`config.mk`:
```
export PLATFORM = sky130hd
export DESIGN_NAME = ex_muldiv_sequencer
export DESIGN_NICKNAME = d
export VERILOG_FILES = /design/src/rtl/ex_muldiv_pkg.sv /design/src/rtl/ex_muldiv_datapath.sv /design/src/rtl/ex_muldiv_sequencer.sv
export SDC_FILE = /design/constraint.sdc
export NUM_CORES = 1
export LEC_CHECK = 0
export CAP_MARGIN = 10
export CORE_AREA = 2 2 80 140
export CTS_BUF_LIST = sky130_fd_sc_hd__clkbuf_8 sky130_fd_sc_hd__clkbuf_16
export DETAILED_ROUTE_END_ITERATION = 12
export DIE_AREA = 0 0 82 142
export PLACE_DENSITY = 0.86
export SYNTH_ARGS = -nofsm -noshare
export SYNTH_HDL_FRONTEND = slang
export SYNTH_SLANG_ARGS = --single-unit
export TNS_END_PERCENT = 20
```
`constraint.sdc`:
```
create_clock -name clk -period 7.5 [get_ports clk]
set_clock_uncertainty 0.05 [all_clocks]
set_input_delay 2.25 -clock clk [delete_from_list [all_inputs] [get_ports clk]]
set_output_delay 2.25 -clock clk [all_outputs]
set_load 0.05 [all_outputs]
```
`src/rtl/ex_muldiv_pkg.sv`:
```
// ex_muldiv_pkg
// Shared definitions for the multiply/divide sequencer and its datapath:
// operation encodings, FSM state encodings and the default operand width
// used by the execute-stage datapath.
package ex_muldiv_pkg;

  localparam int unsigned WIDTH_DEFAULT = 16;

  typedef enum logic [1:0] {
    OP_MULU = 2'b00,
    OP_DIVU = 2'b01
  } op_e;

  typedef enum logic [1:0] {
    ST_IDLE = 2'b00,
    ST_MUL  = 2'b01,
    ST_DIV  = 2'b10,
    ST_DONE = 2'b11
  } state_e;

endpackage

```
`src/rtl/ex_muldiv_datapath.sv`:
```
// ex_muldiv_datapath
// Shift/accumulate datapath shared by unsigned multiply (shift-add) and
// unsigned divide (restoring division).
// Ports:
//   clk, rst      clock, asynchronous active-high reset
//   load          capture operands and clear the accumulator/remainder
//   step          perform one iteration
//   div           1 = divide (load and step), 0 = multiply
//   a, b          operands (a = multiplicand/dividend, b = multiplier/divisor)
//   next_hi/lo    register contents after this cycle's load/step; after the
//                 final step this is {product hi, lo} or {remainder, quotient}
module ex_muldiv_datapath
  import ex_muldiv_pkg::*;
#(
  parameter int unsigned WIDTH = WIDTH_DEFAULT
) (
  input  logic             clk,
  input  logic             rst,
  input  logic             load,
  input  logic             step,
  input  logic             div,
  input  logic [WIDTH-1:0] a,
  input  logic [WIDTH-1:0] b,
  output logic [WIDTH-1:0] next_hi,
  output logic [WIDTH-1:0] next_lo
);

  // acc: upper accumulator (MUL) / partial remainder (DIV)
  // mq : multiplier being shifted out (MUL) / dividend->quotient (DIV)
  // opnd: multiplicand (MUL) / divisor (DIV)
  logic [WIDTH-1:0] acc, acc_n;
  logic [WIDTH-1:0] mq, mq_n;
  logic [WIDTH-1:0] opnd, opnd_n;
  logic [WIDTH:0]   sum;
  logic [WIDTH:0]   shifted;
  logic [WIDTH:0]   diff;

  always_comb begin
    acc_n   = acc;
    mq_n    = mq;
    opnd_n  = opnd;
    // Carry is kept in sum[WIDTH] and shifted down into acc.
    sum     = {1'b0, acc} + (mq[0] ? {1'b0, opnd} : '0);
    shifted = {acc, mq[WIDTH-1]};
    diff    = shifted - {1'b0, opnd};

    if (load) begin
      acc_n  = '0;
      opnd_n = div ? b : a;
      mq_n   = div ? a : b;
    end else if (step) begin
      if (div) begin
        if (!diff[WIDTH]) begin
          acc_n = diff[WIDTH-1:0];
          mq_n  = {mq[WIDTH-2:0], 1'b1};
        end else begin
          acc_n = shifted[WIDTH-1:0];
          mq_n  = {mq[WIDTH-2:0], 1'b0};
        end
      end else begin
        acc_n = sum[WIDTH:1];
        mq_n  = {sum[0], mq[WIDTH-1:1]};
      end
    end

    next_hi = acc_n;
    next_lo = mq_n;
  end

  always_ff @(posedge clk or posedge rst) begin
    if (rst) begin
      acc  <= '0;
      mq   <= '0;
      opnd <= '0;
    end else begin
      acc  <= acc_n;
      mq   <= mq_n;
      opnd <= opnd_n;
    end
  end

endmodule

```
`src/rtl/ex_muldiv_sequencer.sv`:
```
// ex_muldiv_sequencer
// Multi-cycle unsigned MULU/DIVU sequencer beside the execute stage. Holds
// the pipeline via O_Stall while iterating and delivers the 2*WIDTH result
// into the Hi/Lo architectural registers.
// Ports:
//   clk, rst      clock, asynchronous active-high reset
//   in_Start      request an operation this cycle
//   in_Op         00 = MULU, 01 = DIVU, others ignored
//   in_A, in_B    execute-stage operands
//   in_Flush      abort in-flight operation / block acceptance
//   O_Busy        iterating (MUL or DIV)
//   O_Stall       pipeline hold request
//   O_Done        one-cycle completion pulse, Hi/Lo valid
//   O_Hi, O_Lo    MULU: product hi/lo; DIVU: remainder/quotient
//   O_DivByZero   last completed DIVU had a zero divisor
module ex_muldiv_sequencer
  import ex_muldiv_pkg::*;
#(
  parameter int unsigned WIDTH = WIDTH_DEFAULT
) (
  input  logic             clk,
  input  logic             rst,
  input  logic             in_Start,
  input  logic [1:0]       in_Op,
  input  logic [WIDTH-1:0] in_A,
  input  logic [WIDTH-1:0] in_B,
  input  logic             in_Flush,
  output logic             O_Busy,
  output logic             O_Stall,
  output logic             O_Done,
  output logic [WIDTH-1:0] O_Hi,
  output logic [WIDTH-1:0] O_Lo,
  output logic             O_DivByZero
);

  localparam int unsigned CW = $clog2(WIDTH + 1);

  state_e          state, state_n;
  logic [CW-1:0]   cnt;
  logic            op_valid;
  logic            op_div;
  logic            accept;
  logic            div_zero;
  logic            dp_load;
  logic            dp_step;
  logic            dp_div;
  logic [WIDTH-1:0] dp_hi;
  logic [WIDTH-1:0] dp_lo;

  always_comb begin
    op_valid = (in_Op == OP_MULU) || (in_Op == OP_DIVU);
    op_div   = (in_Op == OP_DIVU);
    accept   = in_Start & op_valid & ~in_Flush &
               ((state == ST_IDLE) || (state == ST_DONE));
    div_zero = accept & op_div & (in_B == '0);

    O_Busy   = (state == ST_MUL) || (state == ST_DIV);
    O_Stall  = O_Busy | accept;
    O_Done   = (state == ST_DONE);

    dp_load  = accept & ~div_zero;
    dp_step  = O_Busy & ~in_Flush;
    dp_div   = accept ? op_div : (state == ST_DIV);

    state_n = state;
    case (state)
      ST_IDLE, ST_DONE: begin
        if (div_zero)    state_n = ST_DONE;
        else if (accept) state_n = op_div ? ST_DIV : ST_MUL;
        else             state_n = ST_IDLE;
      end
      ST_MUL, ST_DIV: begin
        if (in_Flush)              state_n = ST_IDLE;
        else if (cnt == CW'(1))    state_n = ST_DONE;
      end
      default: state_n = ST_IDLE;
    endcase
  end

  ex_muldiv_datapath #(
    .WIDTH(WIDTH)
  ) u_datapath (
    .clk     (clk),
    .rst     (rst),
    .load    (dp_load),
    .step    (dp_step),
    .div     (dp_div),
    .a       (in_A),
    .b       (in_B),
    .next_hi (dp_hi),
    .next_lo (dp_lo)
  );

  always_ff @(posedge clk or posedge rst) begin
    if (rst) begin
      state       <= ST_IDLE;
      cnt         <= '0;
      O_Hi        <= '0;
      O_Lo        <= '0;
      O_DivByZero <= 1'b0;
    end else begin
      state <= state_n;

      if (accept)      cnt <= CW'(WIDTH);
      else if (O_Busy) cnt <= cnt - CW'(1);

      // The final iteration and the Hi/Lo capture share one edge, so Hi/Lo
      // take the datapath's post-step value rather than its registers.
      if (state_n == ST_DONE) begin
        if (div_zero) begin
          O_Hi        <= in_A;
          O_Lo        <= '1;
          O_DivByZero <= 1'b1;
        end else begin
          O_Hi        <= dp_hi;
          O_Lo        <= dp_lo;
          O_DivByZero <= 1'b0;
        end
      end
    end
  end

endmodule
```
==> metrics.txt, run 1 <==
outcome=finished, final reports clean; grt total ovfl=0; FILL cells=799; Crit. End Element=primary output; setup_tns=0 ns; CP Launch Type=input port; worst hold path type=reg2reg; Post-synth top cells=120 x nand2_1, 88 x dfrtp_1, 56 x a21oi_1, 48 x nor2_1, 46 x inv_1; CTS clock-pin slew for the worst setup and hold paths=0.06 ns; area leader, netlist=dfrtp_1; Max IR drop VDD=around 0.00024 V; power per cell area=approximately 300 mW/mm²; Finished Core Util=71.0%; Mapped Avg Cell Area=approximately 8.2 µm²; DRC viols=0; # resized after CTS=0; synth-to-layout area growth=16.1%; Final min period=~6.5 ns; Final Cycle Share=86.0%; Slew Viols, Final=0; kind of critical path=in2out; YS warnings=0; Multi-input gate area=0.00386 mm²; Hold Path Depth=2; Die Wd=82 µm; First-pass DRT Iterations=5; Placer Congestion=0.961; Core Area=0.0105 mm²; GRT Total Usage=33.4%; synth unique cells=71; Starting Density=61.2%; unrepaired setup endpoints after global routing=no; Syn Inst Count=782; CTS max path bufs=2; #FFs+latches synth=88; DR iter-0 viols=571; Leak=3.31 nW; Syn Nets=roughly 860; Post-synth EDFFs=0; n_diodes=0; detailed-route via count=6,365; Total Routed Length=18,900 µm; largest net degree at the start of global routing=between 60 and 70; Final setup viols=0; clk sinks=88; # IOs=74; number of I/O port buffers=73; ys flop type=dfrtp_1; Register Area=between 0.002 and 0.0025 mm²; first-pass GRT wire length=30,300 µm; Root Buffer=clkbuf_16; Synth area leaders=dfrtp_1 34%, ha_1 7.0%, nand2_1 7.0%; antenna violations before repair=0; Routed WL per cell=19.6 µm; Max-Cap Viols=0; die area=0.0116 mm²; Synth top area share=34.3%; CTS tree=done; Final ANT Viol Nets=0; Hold-fix buffers, CTS=0; Die H=142 µm; worst reg-to-reg path cell count=10; clock insertion delay at the later pin of the skew report=0.34 ns; Num CTS Buffers=9; Post-CTS Setup Repair Bufs=0; Syn Std Cell Area=roughly 0.0064 mm²; Arrival @ worst endpoint=4.15 ns; Worst-Margin Slew=roughly 1.1 ns; max frequency=0.155 GHz; Hold Fails Final Rpt=0; Crit path required time=5.20 ns; CP Max Fanout=9; vias in the first global route=about 6,300; Via density=6.62; Relative slew margins=29.1%; register area share after synthesis=around 34%; Post-synth ARST share=100%; placed wire-length estimate=13,700 µm; Site Rows=50; depth of the CTS H-tree=3; count leader, synth=nand2_1; Nets=902; share of cells above drive strength 1=under 10%
==> state kept, by name, summed over array words and instances (netlist names) <==
| register | count |
|---|---|
| state | 2 |
| u_datapath.mq | 16 |
| O_Lo | 16 |
| u_datapath.opnd | 16 |
| u_datapath.acc | 16 |
| O_DivByZero | 1 |
| cnt | 5 |
| O_Hi | 16 |
==> cells by family after synthesis <==
group	after synthesis	share of synthesized area, %
simple gates	279	20.7
compound gates	247	26.1
buf+inv	94	6.03
flops	88	34.3
fa+ha+maj	38	7.63
mux	19	2.98
xor+xnor	17	2.32
==> critical path, cell delays in order <==
cell,delay (ns)
clkdlybuf4s50_1,0.46
nand4bb_1,0.45
nand2_1,0.18
clkdlybuf4s50_1,0.81
==> per-layer routing <==
layer  track usage, %  share of wire [%]
met5                0                  0
met4             21.1                6.0
met3             4.06                5.3
met2             56.1                 52
met1             39.4                 37
==> final timing paths <==
path	endpoint	slack, ns	start
worst max-delay path	O_Stall	1.05	in_Flush
min in group asynchronous	O_Hi[10]	2.18	rst
max in group asynchronous	state[0]	4.09	rst
worst min register to register	O_DivByZero	0.46	O_DivByZero
worst min-delay path	O_DivByZero	0.46	O_DivByZero
worst max register to register	u_datapath.acc[8]	3.60	u_datapath.mq[15]
==> power breakdown <==
group          internal [mW]  switching [mW]
registers              0.579           0.109
logic                  0.440           0.714
clock network          0.231           0.183
total                   1.25            1.01
==> metrics by stage <==
stage                     setup slack, ns  power [mW]  std cells  cell area, µm²  hold WS, ns
final                                1.05        2.26        961            7460        0.463
after global routing                0.920        2.38        961            7460        0.485
after CTS                            1.04        2.23        961            7460        0.463
after detailed placement             1.04        1.81        945            7190        0.446
after global placement               1.12        1.77        945            7190        0.416
after floorplan                      2.28        1.51        782            6430        0.413
==> cells in the final DEF, fill, tap and decap left out, drive strengths merged, types with 20 or more instances in the layout <==
master	n
dfrtp	88
clkdlybuf4s50	73
o21ai	42
nand3	22
ha	36
nand2	120
nor2	48
o31ai	22
a31oi	24
inv	46
a21oi	59
and2	20
==> layout make-up <==
cell class              count  area share, %
flip-flops and latches     88           29.5
multi-input cells         600           51.7
clock inverters             6          0.486
repair buffers             81           10.6
inverters                  46           2.33
clock buffers              10           3.20
well taps                 130           2.18
No activity file was read; power rests on OpenSTA's default activity.
==> run 2: changes to the inputs <==
--- a/config.mk
+++ b/config.mk
@@ -6,11 +6,11 @@
 export NUM_CORES = 1
 export LEC_CHECK = 0
 export CAP_MARGIN = 10
-export CORE_AREA = 2 2 80 140
+export CORE_AREA = 2 2 139 141
 export CTS_BUF_LIST = sky130_fd_sc_hd__clkbuf_8 sky130_fd_sc_hd__clkbuf_16
 export DETAILED_ROUTE_END_ITERATION = 12
-export DIE_AREA = 0 0 82 142
-export PLACE_DENSITY = 0.86
+export DIE_AREA = 0 0 141 143
+export HOLD_SLACK_MARGIN = 0.08
 export SYNTH_ARGS = -nofsm -noshare
 export SYNTH_HDL_FRONTEND = slang
 export SYNTH_SLANG_ARGS = --single-unit
==> run 2 against run 1 <==
Effect of this change: via count down 4.9%; die area up 73%; worst setup slack better by 0.028 ns; sequential share of layout area down 0.79 points; first-iteration DRC count down 16%; wire length up 4.0%; worst hold slack worse by 0.0091 ns.
==> metrics.txt, run 2 (synthesis results as in run 1) <==
Hold Fails Final Rpt=0; Register Area=~0.0022 mm²; worst hold path type=reg2reg; Crit. End Element=primary output; power per cell area=308 mW/mm²; Max IR drop VDD=roughly 0.00014 V; Final setup viols=0; critical path depth in cells=4; Starting Density=34.6%; depth of the CTS H-tree=3; crit path launch=in_Flush; Slew Viols, Final=0; crit path to=O_Stall; final setup margin=roughly 1.1 ns; Routed WL per cell=roughly 18 µm; Final ANT Viol Nets=0; clock insertion delay at the later pin of the skew report=0.34 ns; critical path's largest stage delay=about 0.81 ns; slowest stage cell, crit path=clkdlybuf4s50_1; Post-Place Cells=1,049; Final min period=between 6 and 7 ns; placed wire-length estimate=14,000 µm; DRC viols=0; Die Wd=141 µm; share of cells above drive strength 1=5.78%; antenna violations before repair=0; crit path cell chain=clkdlybuf4s50_1, nand4bb_1, nand2_1, clkdlybuf4s50_1; clk sinks=88; Setup WS pre-CTS=around 1.1 ns; First-pass DRT Iterations=5; Core Area=0.0186 mm²; most common cell after layout, fill and taps aside=nand2_1; Worst-Margin Slew=approximately 1.1 ns; Via density=5.68; CTS clock-pin slew for the worst setup and hold paths=approximately 0.07 ns; worst reg-to-reg path cell count=10; top cell family by delay on the critical path=buffers and inverters; Hold-fix buffers, CTS=0; outcome=finished, final reports clean; # resized after CTS=0; grt total ovfl=0; Total Routed Length=19,600 µm; Placer Congestion=0.889; Crit path required time=about 5.2 ns; n_diodes=0; FILL cells=1,855; Final Cycle Share=a little under nine tenths; Non-Filler Instances=1,065; kind of critical path=in2out; # IOs=74; Die H=143 µm; DR iter-0 viols=480; Relative slew margins=around 28%; Root Buffer=clkbuf_16; unrepaired setup endpoints after global routing=no; Num CTS Buffers=9; max frequency=0.156 GHz; CP Max Fanout=9; vias in the first global route=5,767; largest net degree at the start of global routing=56; Clk pwr share=22.8%; Nets=902; Site Rows=50; Multi-input gate area=0.00386 mm²; Worst R2R Setup Slack=between 3 and 4 ns; setup_tns=0 ns; Tot Pwr=2.36 mW; Leak=roughly 3.3 nW; CP dominant cell by count=clkdlybuf4s50_1; first-pass GRT wire length=31,800 µm; Reg power frac=29.0%; CTS max path bufs=2; Post-CTS Setup Repair Bufs=0; Arrival @ worst endpoint=4.12 ns; detailed-route via count=6,050; Hold WS=roughly 0.45 ns; CTS tree=done; Max-Cap Viols=0; commonest non-fill, non-tap cells in the layout=118 x nand2_1, 88 x dfrtp_1, 73 x clkdlybuf4s50_1; reg2reg end=u_datapath.acc[10]; CP Launch Type=input port; GRT Total Usage=19.7%; switching share of power=42.9%; Psw=1.01 mW; Bufs and invs on worst path=2; P_int=1.35 mW; die area=~0.02 mm²; number of I/O port buffers=73; synth-to-layout area growth=19.3%; Gate power share=48.3%; FF-to-FF Start=u_datapath.mq[15]
==> run 2: cell types whose count changed in the layout (fill, tap and decap cells not counted), sizes merged <==
cell / change
clkinv: -1
clkbuf: -1
bufinv: +3
clkinvlp: -2
inv: +1
==> run 2: per-layer routing <==
| metal | part of all wire [%] | global-route usage [%] | wire length, µm |
|---|---|---|---|
| met5 | 0 | 0 | 0 |
| met4 | 1.2 | 4.21 | 231 |
| met3 | 5.4 | 2.25 | 1060 |
| met2 | 45 | 32.2 | 8920 |
| met1 | 48 | 28.3 | 9400 |
==> run 2: tightest hold or removal path, stage by stage (launching register included) <==
cell and delay, ns:
dfrtp_1 0.35, nand2_1 0.06, nand2_1 0.06
==> run 2: cell type report <==
class | count | area share (%)
well taps | 234 | 3.82
multi-input cells | 600 | 50.3
flip-flops and latches | 88 | 28.7
clock inverters | 7 | 1.65
clock buffers | 9 | 2.94
repair buffers | 81 | 10.3
inverters | 46 | 2.27
==> run 2: stage by stage <==
stage               instance area (µm²)  util (%)
floorplan                          6430         -
global placement                   7320      39.4
detailed placement                 7320      39.4
CTS                                7670      41.3
global route                       7670      41.3
finish                             7670      41.3
==> run 2: power by group through the flow <==
| stage | Clock [mW] | Sequential, mW | Combinational (mW) |
|---|---|---|---|
| floorplan | 0 | 0.745 | 0.766 |
| global placement | 0 | 0.690 | 1.12 |
| detailed placement | 0 | 0.689 | 1.13 |
| CTS | 0.540 | 0.681 | 1.13 |
| global route | 0.561 | 0.697 | 1.26 |
| finish | 0.537 | 0.683 | 1.14 |
==> run 2: worst min-delay path by stage <==
stage,from,end,slack (ns),depth (start not counted)
final,O_DivByZero,O_DivByZero,0.45,2
after floorplan,u_datapath.opnd[14],u_datapath.opnd[14],0.41,2
after detailed placement,O_DivByZero,O_DivByZero,0.44,2
after global routing,O_DivByZero,O_DivByZero,0.49,2
after CTS,O_DivByZero,O_DivByZero,0.46,2
after global placement,O_DivByZero,O_DivByZero,0.42,2
==> variant 1, RTL diff (flow settings as in run 2) <==
Change the package constant `WIDTH_DEFAULT` from 16 to 8.
--- a/src/rtl/ex_muldiv_pkg.sv
+++ b/src/rtl/ex_muldiv_pkg.sv
@@ -6,3 +6,3 @@
 
-  localparam int unsigned WIDTH_DEFAULT = 16;
+  localparam int unsigned WIDTH_DEFAULT = 8;
 
Interface: changed (resized O_Hi, O_Lo, in_A and in_B); port bits go from 74 to 42. The function was not compared with the original's and may differ.
==> variant 1 against run 2 <==
  * Routed wire length decreased by 54%
  * Design area decreased by 48%
  * Clock power decreased by 61%
  * Area after synthesis decreased by 50%
  * Sequential cell count decreased by 41
  * Power decreased by 50%
  * Worst setup slack improved by 0.087 ns
  * Register-to-register slack improved by 0.55 ns
  * Die area unchanged
==> variant 1: results <==
[run_status]
outcome = finished, final reports clean

[power_and_ir_drop]
vdd_drop_max_mv = 0.135
p_leak_nw = 1.69

[clock_network]
h-tree-depth = 2
clock_path_buffers = 2
path_clk_slew_ns = 0.06
post_cts_buffers = 0
numCtsBuffers = 5
clk-insertion-delay-late_ns = 0.29

[setup_path]
critical_path_arrival_ns = 4.04
critPathMaxFanout = 9
r2r-end = O_Hi[1]$_DFFE_PP0N_
worstRegToRegCells = 11
rrSetupSlack_ns = 4.35
rr_startpoint = u_datapath.mq[7]$_DFF_PP0_

[routing]
totalWireLength_um = 9110
drtIter0Drc = 180
viasPerCell = 4.46
drt_pre_antenna_iters = 4

[placed_design]
place_area_um2 = 3870
post-dp-hpwl_um = 6920
io_buffers = 41
dp.cells = 633
gp_congestion = 0.820

[synth]
seq_area_frac_synth = 0.367
synthFlopType = dfrtp_1
avgSynthCellArea_um2 = 8.71
ys_warn_count = 0
syn_nets = 412
yosysUniqueCellTypes = 52
synth_area_leaders = dfrtp_1 37%, ha_1 7.8%, nand2_1 5.7%
ys_top_cells_by_count = 49 x nand2_1, 47 x dfrtp_1, 34 x nor2_1

[finish]
fillers = 2021
instances_no_fill = 639
drive_gt1_frac = 0.0494
nets = 450

[hold_path]
hp-class = reg -> reg

[global_routing]
grt_pass1_wl_um = 15200
first_global_vias = 2843
grt_max_degree = 48
grt_usage = 0.0939

[timing]
max_slew_margin = 0.301
setup_slack_ns = 1.16
[variant 1: cell types whose count changed after synthesis, moves of 11 or more]
cell	delta
nand2_1	-71
dfrtp_1	-41
a21oi_1	-40
inv_1	-28
clkbuf_1	-21
o31ai_1	-21
and2_1	-17
ha_1	-16
a31oi_1	-14
nor2_1	-14
a22oi_1	-11
nor4_1	-11
[variant 1: final cells by class]
type | count | share of cell area
clock inverter | 1 | 0.000938
tap | 234 | 0.0731
multi-input combinational | 288 | 0.473
sequential | 47 | 0.294
clock buffer | 5 | 0.0313
inverter | 19 | 0.0178
timing repair buffer | 45 | 0.110
[variant 1: cell families (layout without fill, tap and decap cells)]
family                   count (synthesis)  after routing  share of synthesized area
adder cells (fa/ha/maj)                 22             22                     0.0906
buffers and inverters                   33             70                     0.0429
AO/OA/AOI/OAI                          117            117                      0.247
XOR/XNOR                                 8              8                     0.0219
flip-flops                              47             47                      0.367
AND/OR/NAND/NOR                        127            127                      0.185
multiplexers                            14             14                     0.0457
[variant 1: through the flow]
step | power [mW] | util
2_1_floorplan | 0.801 | -
3_3_place_gp | 0.953 | 0.209
3_5_place_dp | 0.958 | 0.209
4_1_cts | 1.17 | 0.215
5_1_grt | 1.26 | 0.215
6_report | 1.17 | 0.215
[variant 1: layer usage]
| layer | share of wire | GRT usage | vias to the layer above |
|---|---|---|---|
| met4 | 0.020 | 0.0321 | 0 |
| met2 | 0.47 | 0.156 | 72 |
| met3 | 0.046 | 0.0124 | 15 |
| li1 | - | - | 1405 |
| met1 | 0.46 | 0.126 | 1356 |
| met5 | 0 | 0 | - |
[variant 1: worst max-delay path, stage by stage]
cell,delay (ns)
clkdlybuf4s50_1,0.49
nand4bb_1,0.23
buf_4,0.19
nand2_1,0.07
clkdlybuf4s50_1,0.80
[variant 1: worst min path at each step]
stage	from	endpoint	slack [ns]	cells past startpoint
floorplan	cnt[2]$_DFFE_PP0P_	cnt[2]$_DFFE_PP0P_	0.43	1
global placement	O_DivByZero$_DFFE_PP0N_	O_DivByZero$_DFFE_PP0N_	0.43	2
detailed placement	O_DivByZero$_DFFE_PP0N_	O_DivByZero$_DFFE_PP0N_	0.43	2
CTS	O_DivByZero$_DFFE_PP0N_	O_DivByZero$_DFFE_PP0N_	0.44	2
global route	O_DivByZero$_DFFE_PP0N_	O_DivByZero$_DFFE_PP0N_	0.48	2
finish	O_DivByZero$_DFFE_PP0N_	O_DivByZero$_DFFE_PP0N_	0.43	2
[variant 1: report_power, final]
group          switching (mW)  internal, mW
sequential             0.0613         0.316
clock                  0.0927         0.119
combinational           0.345         0.236
==> variant 2, RTL diff (settings of run 2) <==
Made on the original files. Reset style: synchronous (`rst`), changed in 2 clocked blocks. Comments in the files are not updated.
--- a/src/rtl/ex_muldiv_datapath.sv
+++ b/src/rtl/ex_muldiv_datapath.sv
@@ -69,3 +69,3 @@
 
-  always_ff @(posedge clk or posedge rst) begin
+  always_ff @(posedge clk) begin
     if (rst) begin
--- a/src/rtl/ex_muldiv_sequencer.sv
+++ b/src/rtl/ex_muldiv_sequencer.sv
@@ -93,3 +93,3 @@
 
-  always_ff @(posedge clk or posedge rst) begin
+  always_ff @(posedge clk) begin
     if (rst) begin
Function: differs if rst is asserted again (counterexample within 4 cycles, from zero or initial values and one cycle with rst high); with rst held inactive, the same outputs for 10 cycles.
==> variant 2 against run 2 <==
  * Synthesized cell count grew 3.2%
  * Design area fell by 7.0%
  * Sequential share of layout area fell by 4.0 points
  * Largest cell class unchanged
  * Register-to-register slack worse by 0.23 ns
  * Critical endpoint unchanged
  * Sequential cell count unchanged
  * Worst setup slack gained 0.0063 ns
  * Cell count is 2.3% higher
  * Highest routed layer unchanged
  * Routed wire length decreased by 5.2%
  * Area after synthesis decreased by 7.6%
Power is not compared: it rests on default switching activity, and its combinational part moved more than twofold at a synthesized area within 25%.
==> variant 2: results <==
[run_status]
outcome = finished, final reports clean

[finish]
drive_gt1_frac = 0.0503
num_antenna_cells = 0
nets = 928

[power_and_ir_drop]
vdd_drop_max_mv = 0.0901
p_leak_nw = 2.73

[clock_network]
path_clk_slew_ns = 0.06
clock_path_buffers = 2
clk-insertion-delay-late_ns = 0.34
postCtsResizedCells = 0
post_cts_buffers = 0
h-tree-depth = 3
numCtsBuffers = 9
clockRootBuffer = clkbuf_16

[setup_path]
rrSetupSlack_ns = 3.57
critPathMaxFanout = 7
max_stage_delay_ns = 0.81
critical_path_arrival_ns = 4.12
cp_top_family = buffers and inverters
cpMaxStageDelayCell = clkdlybuf4s50_1

[synth]
seq_area_frac_synth = 0.296
ys_top_cells_by_count = 123 x nand2_1, 101 x nor2_1, 88 x dfxtp_1
yosysUniqueCellTypes = 66
ys_warn_count = 0
syn_nets = 883
async_flop_share = 0
synth_area_leaders = dfxtp_1 30%, nand2_1 7.8%, ha_1 7.6%

[placed_design]
pre_cts_slack_ns = 1.09
io_buffers = 73
post-dp-hpwl_um = 13500
gp_congestion = 0.938

[hold_path]
hp-class = reg -> reg

[routing]
drt_pre_antenna_iters = 5
drtIter0Drc = 583
totalWireLength_um = 18600
num_vias = 6000

[timing]
max_slew_margin = 0.269
post-route-period-util = 0.856

[global_routing]
grt_usage = 0.182
grt_max_degree = 72
first_global_vias = 5343
antenna_found_initial = 0
grt_pass1_wl_um = 29400
-- variant 2: per-stage QoR --
step | instance area (um2) | instances | hold WS (ns) | util
final | 7130 | 1089 | 0.451 | 0.384
after global routing | 7130 | 1089 | 0.468 | 0.384
after CTS | 7130 | 1089 | 0.456 | 0.384
after detailed placement | 6860 | 1075 | 0.442 | 0.369
after global placement | 6860 | 1075 | 0.431 | 0.369
after floorplan | 5940 | 807 | 0.410 | -
-- variant 2: per-layer routing --
metal	vias up	routed length (um)	track usage
met3	25	835	0.0184
met4	0	247	0.0426
li1	2991	-	-
met5	-	0	0
met2	166	8670	0.297
met1	2818	8850	0.259
-- variant 2: area by class of cell --
class,instances,area [um2]
Multi-Input combinational cell,645,3910
Sequential cell,88,1760
Timing Repair Buffer,82,793
Inverter,26,97.6
Clock buffer,9,225
Fill cell,1886,11400
Tap cell,234,293
Clock inverter,5,52.6
-- variant 2: worst register-to-register path: cells and delay by family, from the launching register on --
family | cells | cell delay (ns)
buf+inv | 1 | 0.12
fa+ha+maj | 2 | 0.68
flops | 1 | 0.44
simple gates | 4 | 1.35
compound gates | 4 | 1.15
-- variant 2: cells by family (layout without fill, tap and decap cells) --
logic type / count (synthesis) / in the layout / synth area share
DFF: 88 / 88 / 0.296
xor gates and xnor gates: 23 / 23 / 0.0339
and+or+nand+nor: 338 / 338 / 0.262
buffers and inverters: 74 / 122 / 0.0486
muxes: 8 / 8 / 0.0143
adders and majority gates: 38 / 38 / 0.0825
AOI/OAI and AO/OA: 238 / 238 / 0.262
-- variant 2: worst paths after layout --
check             depth (start not counted)                     to                    startpoint
setup reg to reg                         11  O_Hi[13]$_SDFFE_PP0N_  u_datapath.mq[15]$_SDFF_PP0_
hold / removal                            2   O_Lo[7]$_SDFFE_PP0N_          O_Lo[7]$_SDFFE_PP0N_
setup / recovery                          4                O_Stall                      in_Flush
hold reg to reg                           2   O_Lo[7]$_SDFFE_PP0N_          O_Lo[7]$_SDFFE_PP0N_
-- variant 2: power breakdown --
part           leakage [nW]  total (mW)  switching [mW]  internal [mW]
registers             0.714       0.495          0.0139          0.481
logic                  1.88       0.230           0.135         0.0953
clock network         0.136       0.439           0.186          0.252
